<file path="src/rtl/video_types_pkg.sv">
// Shared LCD timing types: PPU mode encoding, default frame geometry, STAT source selects.
// Latency: n/a (types and constants only).
// Backpressure: n/a.
//
// Contents:
//   lcd_mode_e      PPU mode as seen on the STAT register (HBLANK=0 VBLANK=1 OAM_SCAN=2 XFER=3)
//   LCD_* params    default dot/line geometry of one frame
//   stat_sel_t      STAT interrupt source enables {lyc, oam, vblank, hblank}
package video_types;

    typedef enum logic [1:0] {
        LCD_HBLANK   = 2'd0,
        LCD_VBLANK   = 2'd1,
        LCD_OAM_SCAN = 2'd2,
        LCD_XFER     = 2'd3
    } lcd_mode_e;

    localparam int LCD_DOTS_PER_LINE = 456;
    localparam int LCD_OAM_DOTS      = 80;
    localparam int LCD_XFER_DOTS     = 172;
    localparam int LCD_VISIBLE_LINES = 144;
    localparam int LCD_TOTAL_LINES   = 154;

    typedef struct packed {
        logic lyc;
        logic oam;
        logic vblank;
        logic hblank;
    } stat_sel_t;

    // OAM is owned by the PPU while it scans sprites and while it pushes pixels.
    function automatic logic mode_owns_oam(lcd_mode_e m);
        return (m == LCD_OAM_SCAN) || (m == LCD_XFER);
    endfunction

endpackage

</file>
<file path="src/rtl/lcd_stat_irq_gen.sv">
// STAT interrupt generator: ORs the enabled mode/LYC sources and pulses on the rising edge.
// Latency: outputs registered, one edge after the next-state mode/line presented by the sequencer.
// Backpressure: none; free-running pulse outputs, no handshake.
//
// Ports:
//   clk, reset        system clock, asynchronous active-high reset
//   enable_i          LCD enable; while low the condition history is cleared and no pulse issues
//   mode_nxt_i        mode the sequencer registers on this edge
//   ly_nxt_i          line the sequencer registers on this edge
//   lyc_i, stat_sel_i LY compare value and STAT source enables, sampled every cycle
//   stat_irq_o        one-cycle pulse on a rising STAT condition
//   lyc_match_o       registered ly==lyc
// Optional feature: LCD_LYC_IRQ_EN builds the LY compare; without it lyc_match_o is 0
// and the lyc source enable is ignored.
module lcd_stat_irq_gen
    import video_types::*;
(
    input  logic       clk,
    input  logic       reset,
    input  logic       enable_i,
    input  lcd_mode_e  mode_nxt_i,
    input  logic [7:0] ly_nxt_i,
    input  logic [7:0] lyc_i,
    input  logic [3:0] stat_sel_i,
    output logic       stat_irq_o,
    output logic       lyc_match_o
);

    stat_sel_t sel;
    logic      lyc_match_d;
    logic      lyc_term;
    logic      cond_d;
    logic      cond_q;
    logic      stat_irq_q;
    logic      lyc_match_q;

    assign sel = stat_sel_i;

`ifdef LCD_LYC_IRQ_EN
    // Compared against the line being entered so the match lines up with ly.
    assign lyc_match_d = (ly_nxt_i == lyc_i);
    assign lyc_term    = sel.lyc & lyc_match_d;
`else
    logic lyc_path_unused;
    assign lyc_path_unused = sel.lyc ^ (^lyc_i) ^ (^ly_nxt_i);
    assign lyc_match_d     = 1'b0;
    assign lyc_term        = 1'b0;
`endif

    assign cond_d = (sel.hblank & (mode_nxt_i == LCD_HBLANK))
                  | (sel.vblank & (mode_nxt_i == LCD_VBLANK))
                  | (sel.oam    & (mode_nxt_i == LCD_OAM_SCAN))
                  | lyc_term;

    // Edge detect gives STAT blocking: a condition that stays high across a
    // mode change (e.g. HBLANK straight into VBLANK) produces no second pulse.
    always_ff @(posedge clk or posedge reset) begin
        if (reset) begin
            cond_q      <= 1'b0;
            stat_irq_q  <= 1'b0;
            lyc_match_q <= 1'b0;
        end else begin
            cond_q      <= enable_i & cond_d;
            stat_irq_q  <= enable_i & cond_d & ~cond_q;
            lyc_match_q <= lyc_match_d;
        end
    end

    assign stat_irq_o  = stat_irq_q;
    assign lyc_match_o = lyc_match_q;

endmodule

</file>
<file path="src/rtl/lcd_mode_sequencer.sv">
// LCD timing master: dot/line counters, PPU mode FSM, drawline strobe, vblank/STAT irqs, CPU access gates.
// Latency: every output is registered and reflects the dot/line position reached on that edge.
// Backpressure: none; the renderer must accept the one-cycle drawline strobe when it fires.
//
// Ports:
//   clk, reset           system clock, asynchronous active-high reset
//   lcd_enable           LCDC enable level; low holds position at line 0 dot 0 in HBLANK
//   stat_sel, lyc        STAT source enables {lyc,oam,vblank,hblank} and LY compare value
//   mode, ly             current PPU mode and line
//   drawline             one-cycle pulse on XFER entry: render line ly
//   render_complete      high throughout VBLANK
//   vblank_irq, stat_irq one-cycle interrupt pulses
//   lyc_match            ly==lyc (only with LCD_LYC_IRQ_EN, otherwise 0)
//   vram_cpu_ok          low in XFER
//   oam_cpu_ok           low in OAM_SCAN and XFER
// Optional feature: LCD_LYC_IRQ_EN enables the LY compare and its STAT source.
module lcd_mode_sequencer
    import video_types::*;
#(
    parameter int DOTS_PER_LINE = LCD_DOTS_PER_LINE,
    parameter int OAM_DOTS      = LCD_OAM_DOTS,
    parameter int XFER_DOTS     = LCD_XFER_DOTS,
    parameter int VISIBLE_LINES = LCD_VISIBLE_LINES,
    parameter int TOTAL_LINES   = LCD_TOTAL_LINES
) (
    input  logic       clk,
    input  logic       reset,
    input  logic       lcd_enable,
    input  logic [3:0] stat_sel,
    input  logic [7:0] lyc,
    output logic [1:0] mode,
    output logic [7:0] ly,
    output logic       drawline,
    output logic       render_complete,
    output logic       vblank_irq,
    output logic       stat_irq,
    output logic       lyc_match,
    output logic       vram_cpu_ok,
    output logic       oam_cpu_ok
);

    localparam logic [8:0] DOT_LAST = 9'(DOTS_PER_LINE - 1);
    localparam logic [8:0] DOT_XFER = 9'(OAM_DOTS);
    localparam logic [8:0] DOT_HBL  = 9'(OAM_DOTS + XFER_DOTS);
    localparam logic [7:0] LY_LAST  = 8'(TOTAL_LINES - 1);
    localparam logic [7:0] LY_VBL   = 8'(VISIBLE_LINES);

    logic       en_q;
    logic [8:0] dot_q, dot_d;
    logic [7:0] ly_q, ly_d;
    lcd_mode_e  mode_q, mode_d;
    logic       drawline_q;
    logic       vblank_irq_q;
    logic       render_complete_q;
    logic       vram_ok_q;
    logic       oam_ok_q;
    logic       running;
    logic       last_dot;

    // running: enabled now and on the previous edge; the first enabled edge
    // only establishes line 0 dot 0 in OAM_SCAN.
    assign running  = lcd_enable & en_q;
    assign last_dot = (dot_q == DOT_LAST);

    always_comb begin
        dot_d  = 9'd0;
        ly_d   = 8'd0;
        mode_d = LCD_HBLANK;
        if (lcd_enable && !en_q) begin
            mode_d = LCD_OAM_SCAN;
        end else if (running) begin
            dot_d  = last_dot ? 9'd0 : dot_q + 9'd1;
            ly_d   = !last_dot ? ly_q : ((ly_q == LY_LAST) ? 8'd0 : ly_q + 8'd1);
            mode_d = mode_q;
            unique case (mode_q)
                LCD_OAM_SCAN: if (dot_d == DOT_XFER) mode_d = LCD_XFER;
                LCD_XFER:     if (dot_d == DOT_HBL)  mode_d = LCD_HBLANK;
                LCD_HBLANK:   if (last_dot)          mode_d = (ly_d == LY_VBL) ? LCD_VBLANK : LCD_OAM_SCAN;
                LCD_VBLANK:   if (last_dot && ly_q == LY_LAST) mode_d = LCD_OAM_SCAN;
            endcase
        end
    end

    always_ff @(posedge clk or posedge reset) begin
        if (reset) begin
            en_q              <= 1'b0;
            dot_q             <= 9'd0;
            ly_q              <= 8'd0;
            mode_q            <= LCD_HBLANK;
            drawline_q        <= 1'b0;
            vblank_irq_q      <= 1'b0;
            render_complete_q <= 1'b0;
            vram_ok_q         <= 1'b1;
            oam_ok_q          <= 1'b1;
        end else begin
            en_q              <= lcd_enable;
            dot_q             <= dot_d;
            ly_q              <= ly_d;
            mode_q            <= mode_d;
            drawline_q        <= running && (mode_q == LCD_OAM_SCAN) && (mode_d == LCD_XFER);
            vblank_irq_q      <= running && (mode_q != LCD_VBLANK) && (mode_d == LCD_VBLANK);
            render_complete_q <= (mode_d == LCD_VBLANK);
            vram_ok_q         <= (mode_d != LCD_XFER);
            oam_ok_q          <= !mode_owns_oam(mode_d);
        end
    end

    lcd_stat_irq_gen u_stat (
        .clk        (clk),
        .reset      (reset),
        .enable_i   (lcd_enable),
        .mode_nxt_i (mode_d),
        .ly_nxt_i   (ly_d),
        .lyc_i      (lyc),
        .stat_sel_i (stat_sel),
        .stat_irq_o (stat_irq),
        .lyc_match_o(lyc_match)
    );

    assign mode            = mode_q;
    assign ly              = ly_q;
    assign drawline        = drawline_q;
    assign render_complete = render_complete_q;
    assign vblank_irq      = vblank_irq_q;
    assign vram_cpu_ok     = vram_ok_q;
    assign oam_cpu_ok      = oam_ok_q;

endmodule

</file>
<file path="config.mk">
export PLATFORM = sky130hd
export DESIGN_NAME = lcd_mode_sequencer
export DESIGN_NICKNAME = d
export VERILOG_FILES = /design/src/rtl/video_types_pkg.sv /design/src/rtl/lcd_stat_irq_gen.sv /design/src/rtl/lcd_mode_sequencer.sv
export SDC_FILE = /design/constraint.sdc
export NUM_CORES = 1
export LEC_CHECK = 0
export ABC_CLOCK_PERIOD_IN_PS = 4120
export CAP_MARGIN = 40
export CORE_UTILIZATION = 52
export CTS_BUF_LIST = sky130_fd_sc_hd__clkbuf_4
export DETAILED_ROUTE_END_ITERATION = 8
export GPL_ROUTABILITY_DRIVEN = 1
export PLACE_DENSITY = 0.83
export SYNTH_ARGS = -nofsm -noshare
export SYNTH_HDL_FRONTEND = slang
export SYNTH_SLANG_ARGS = --single-unit
</file>
<file path="constraint.sdc">
create_clock -name clk -period 4.12 [get_ports clk]
set_clock_uncertainty 0.2 [all_clocks]
set_input_delay 0.824 -clock clk [delete_from_list [all_inputs] [get_ports clk]]
set_output_delay 0.824 -clock clk [all_outputs]
set_load 0.05 [all_outputs]
</file>
==> results_dict.tcl <==
set metrics [dict create \
    outcome "complete, no violations" \
    grt_max_degree 16 \
    path_clk_slew_ns 0.14 \
    nNetsFinal 199 \
    grt_first_pass_wirelength_mm 5.73 \
    clkSinkCount 27 \
    drt-vias-per-instance 5.98 \
    synth.distinct_cells 46 \
    insertion_delay_ns 0.34 \
    slew_violations 0 \
    n_antenna_cell 0 \
    synth-main-ff-cell "dfrtp_1" \
    setup_viol 0 \
    ant_nets 0 \
    startpoint "dot_q[3]$_DFF_PP0_" \
    rows 19 \
    wire_per_inst_um 15.9 \
    regArea_um2 678 \
    port_buffers 21 \
    critical-path-top-delay-family "simple AND/OR/NAND/NOR gates" \
    placedInstanceArea_mm2 0.00176 \
    postSynthAreaPerCell_um2 9.51 \
    place_ws_ns 0.855 \
    drt_iter0_drc 37 \
    first_pass_iters 4 \
    syn_inst 159 \
    power.leakage_nw 0.712 \
    synth-seq-area-share_pct 44.9 \
    fin_crit_sh_pct 80.5 \
    core_area_mm2 0.00276 \
    cts_tree "built" \
    post_cts_buffers 0 \
    syn_nets 177 \
    nFillCells 221 \
    asyncSetResetFlopFracSynth_pct 100 \
    peakVddDrop_mv 0.279 \
    start_util_pct 54.8 \
    multiInputGateArea_um2 778 \
    max_slew_margin_pct 64.1 \
    synth-compound-area-share_pct 11.1 \
    post-route-drc-count 0 \
    ios 32 \
    die_x_um 55.9 \
    rsz0062_at_grt "no" \
    ctsHoldBuffers 0 \
    syn_area_mm2 0.00151 \
    die_h_um 55.9 \
    max_stage_delay_ns 0.71 \
    numCtsBuffers 3 \
    final_cell_mix "nor2_1, dfrtp_1, clkdlybuf4s50_1" \
    area_delta_synth_final_pct 18.2 \
    cp_cell_sequence "or4b_1 > nor4_1 > xnor2_1 > nor4b_2 > nand2_1 > a211oi_4 > mux2i_1 > o21ai_1" \
    hp-start "dot_q[0]$_DFF_PP0_" \
    fmax_mhz 301 \
    worstSetupPathType "flop to flop" \
    synth-seq-cells 27 \
    startpoint_type "flop" \
    arrival_ns 3.35 \
    critPathCaptureType "flop" \
    synth_top_family_by_area "simple AND/OR/NAND/NOR gates" \
    cp_max_fo 10 \
    hp-class "flop to flop" \
    hold_viol_final 0 \
    htree_levels 1 \
    drive_above_1_share_pct 7.22 \
    r2r_start "dot_q[3]$_DFF_PP0_" \
    grt_antenna_before_repair 0 \
    fin_area_mm2 0.00179 \
    die-area_mm2 0.00313 \
    timing.final.ws_setup_ns 0.802 \
    powerDensity_mw_per_mm2 251 \
    drv_cap 0 \
    dp.cells 207 \
    cp_slowest_cell "or4b_1" \
    cts_max_path_buffers 2 \
    grt_pass1_vias 1216 \
    tightest_slew_ns 0.538 \
    synth-simple-area-share_pct 28.9 \
    hpwl_mm 2.45 \
    final_util_pct 64.8 \
    muxShareOfSynthArea_pct 0.662 \
    fin_crit_ns 3.32 \
    worstPathRequired_ns 4.15 \
    synthAdderAreaFrac_pct 2.48 \
    gp_congestion 0.876 \
    cp.buffers_inverters 0 \
    cts-root-buf "clkbuf_4" \
    routed_wirelength_mm 3.36 \
    via_count 1262 \
    overflow 0 \
    tns_ns 0 \
    yosys_warnings 0 \
    synthXorXnorAreaFrac_pct 8.11 \
    final_cell_count_no_fill 211 \
    synth-edff-count 0 \
    cts-resized-gates 0 \
    track_usage_pct 23.4 \
]
-- layout make-up --
class                      instances  area share [%]
clock inverter                     1           0.280
inverter                           7            1.47
tap                               31            2.17
clock buffer                       3            1.26
timing repair buffer              22            13.3
sequential                        27            38.0
multi-input combinational        120            43.6
-- cells in the mapped netlist (2+ instances only) --
master / instances / area (µm²)
nand3_1: 11 / 55.1
dfrtp_1: 25 / 626
nor4_1: 3 / 18.8
xnor2_1: 9 / 78.8
o21a_1: 2 / 15.0
nor2b_1: 4 / 25.0
nor3_1: 4 / 20.0
buf_4: 2 / 15.0
ha_1: 3 / 37.5
nor2_1: 25 / 93.8
buf_2: 2 / 10.0
a31oi_1: 2 / 12.5
nand2b_1: 3 / 18.8
a21oi_1: 3 / 15.0
xor2_1: 5 / 43.8
a211oi_4: 2 / 40.0
nand4_1: 5 / 31.3
dfstp_2: 2 / 52.6
nand2_1: 12 / 45.0
inv_1: 7 / 26.3
o21ai_1: 3 / 15.0
-- registers in the layout, indices dropped and copies added (netlist names) --
name	flops
dot_q	9
ly	8
mode	2
drawline	1
en_q	1
oam_cpu_ok	1
render_complete	1
u_stat.cond_q	1
u_stat.stat_irq_o	1
vblank_irq	1
vram_cpu_ok	1
-- cells by family (layout without fill, tap and decap cells) --
family | count (synthesis) | after routing
simple gates | 80 | 80
fa+ha+maj | 3 | 3
compound gates | 21 | 21
xor+xnor | 14 | 14
mux | 1 | 1
flops | 27 | 27
other cells | 1 | 1
buf+inv | 12 | 33
-- path summary, 6_finish.rpt --
| check | end | cells past startpoint | slack [ns] |
|---|---|---|---|
| setup / recovery | u_stat.stat_irq_o$_DFF_PP0_ | 8 | 0.80 |
| hold reg to reg | dot_q[0]$_DFF_PP0_ | 1 | 0.33 |
| setup reg to reg | u_stat.stat_irq_o$_DFF_PP0_ | 8 | 0.80 |
| min in group asynchronous | render_complete$_DFF_PP0_ | 2 | 0.61 |
| hold / removal | dot_q[0]$_DFF_PP0_ | 1 | 0.33 |
| max in group asynchronous | dot_q[6]$_DFF_PP0_ | 3 | 2.65 |
-- routing by layer --
layer  vias up  wire (µm)  track usage [%]  part of all wire [%]
li1        594          -                -                     -
met4         0         42             6.27                   1.2
met1       624       1510             32.9                    45
met2        39       1670             38.0                    50
met3         5        139             3.72                   4.1
met5         -          0                0                     0
-- through the flow --
stage / power, mW / hold slack [ns]
6_report: 0.449 / 0.333
5_1_grt: 0.462 / 0.339
4_1_cts: 0.449 / 0.327
3_5_place_dp: 0.335 / 0.310
3_3_place_gp: 0.330 / 0.279
2_1_floorplan: 0.313 / 0.255
-- power by group --
| part | internal (mW) | switching, mW |
|---|---|---|
| clock network | 0.0366 | 0.0828 |
| registers | 0.271 | 0.00446 |
| logic | 0.0196 | 0.0348 |
| total | 0.327 | 0.122 |
Note: power is estimated with default switching activity, not from simulation.
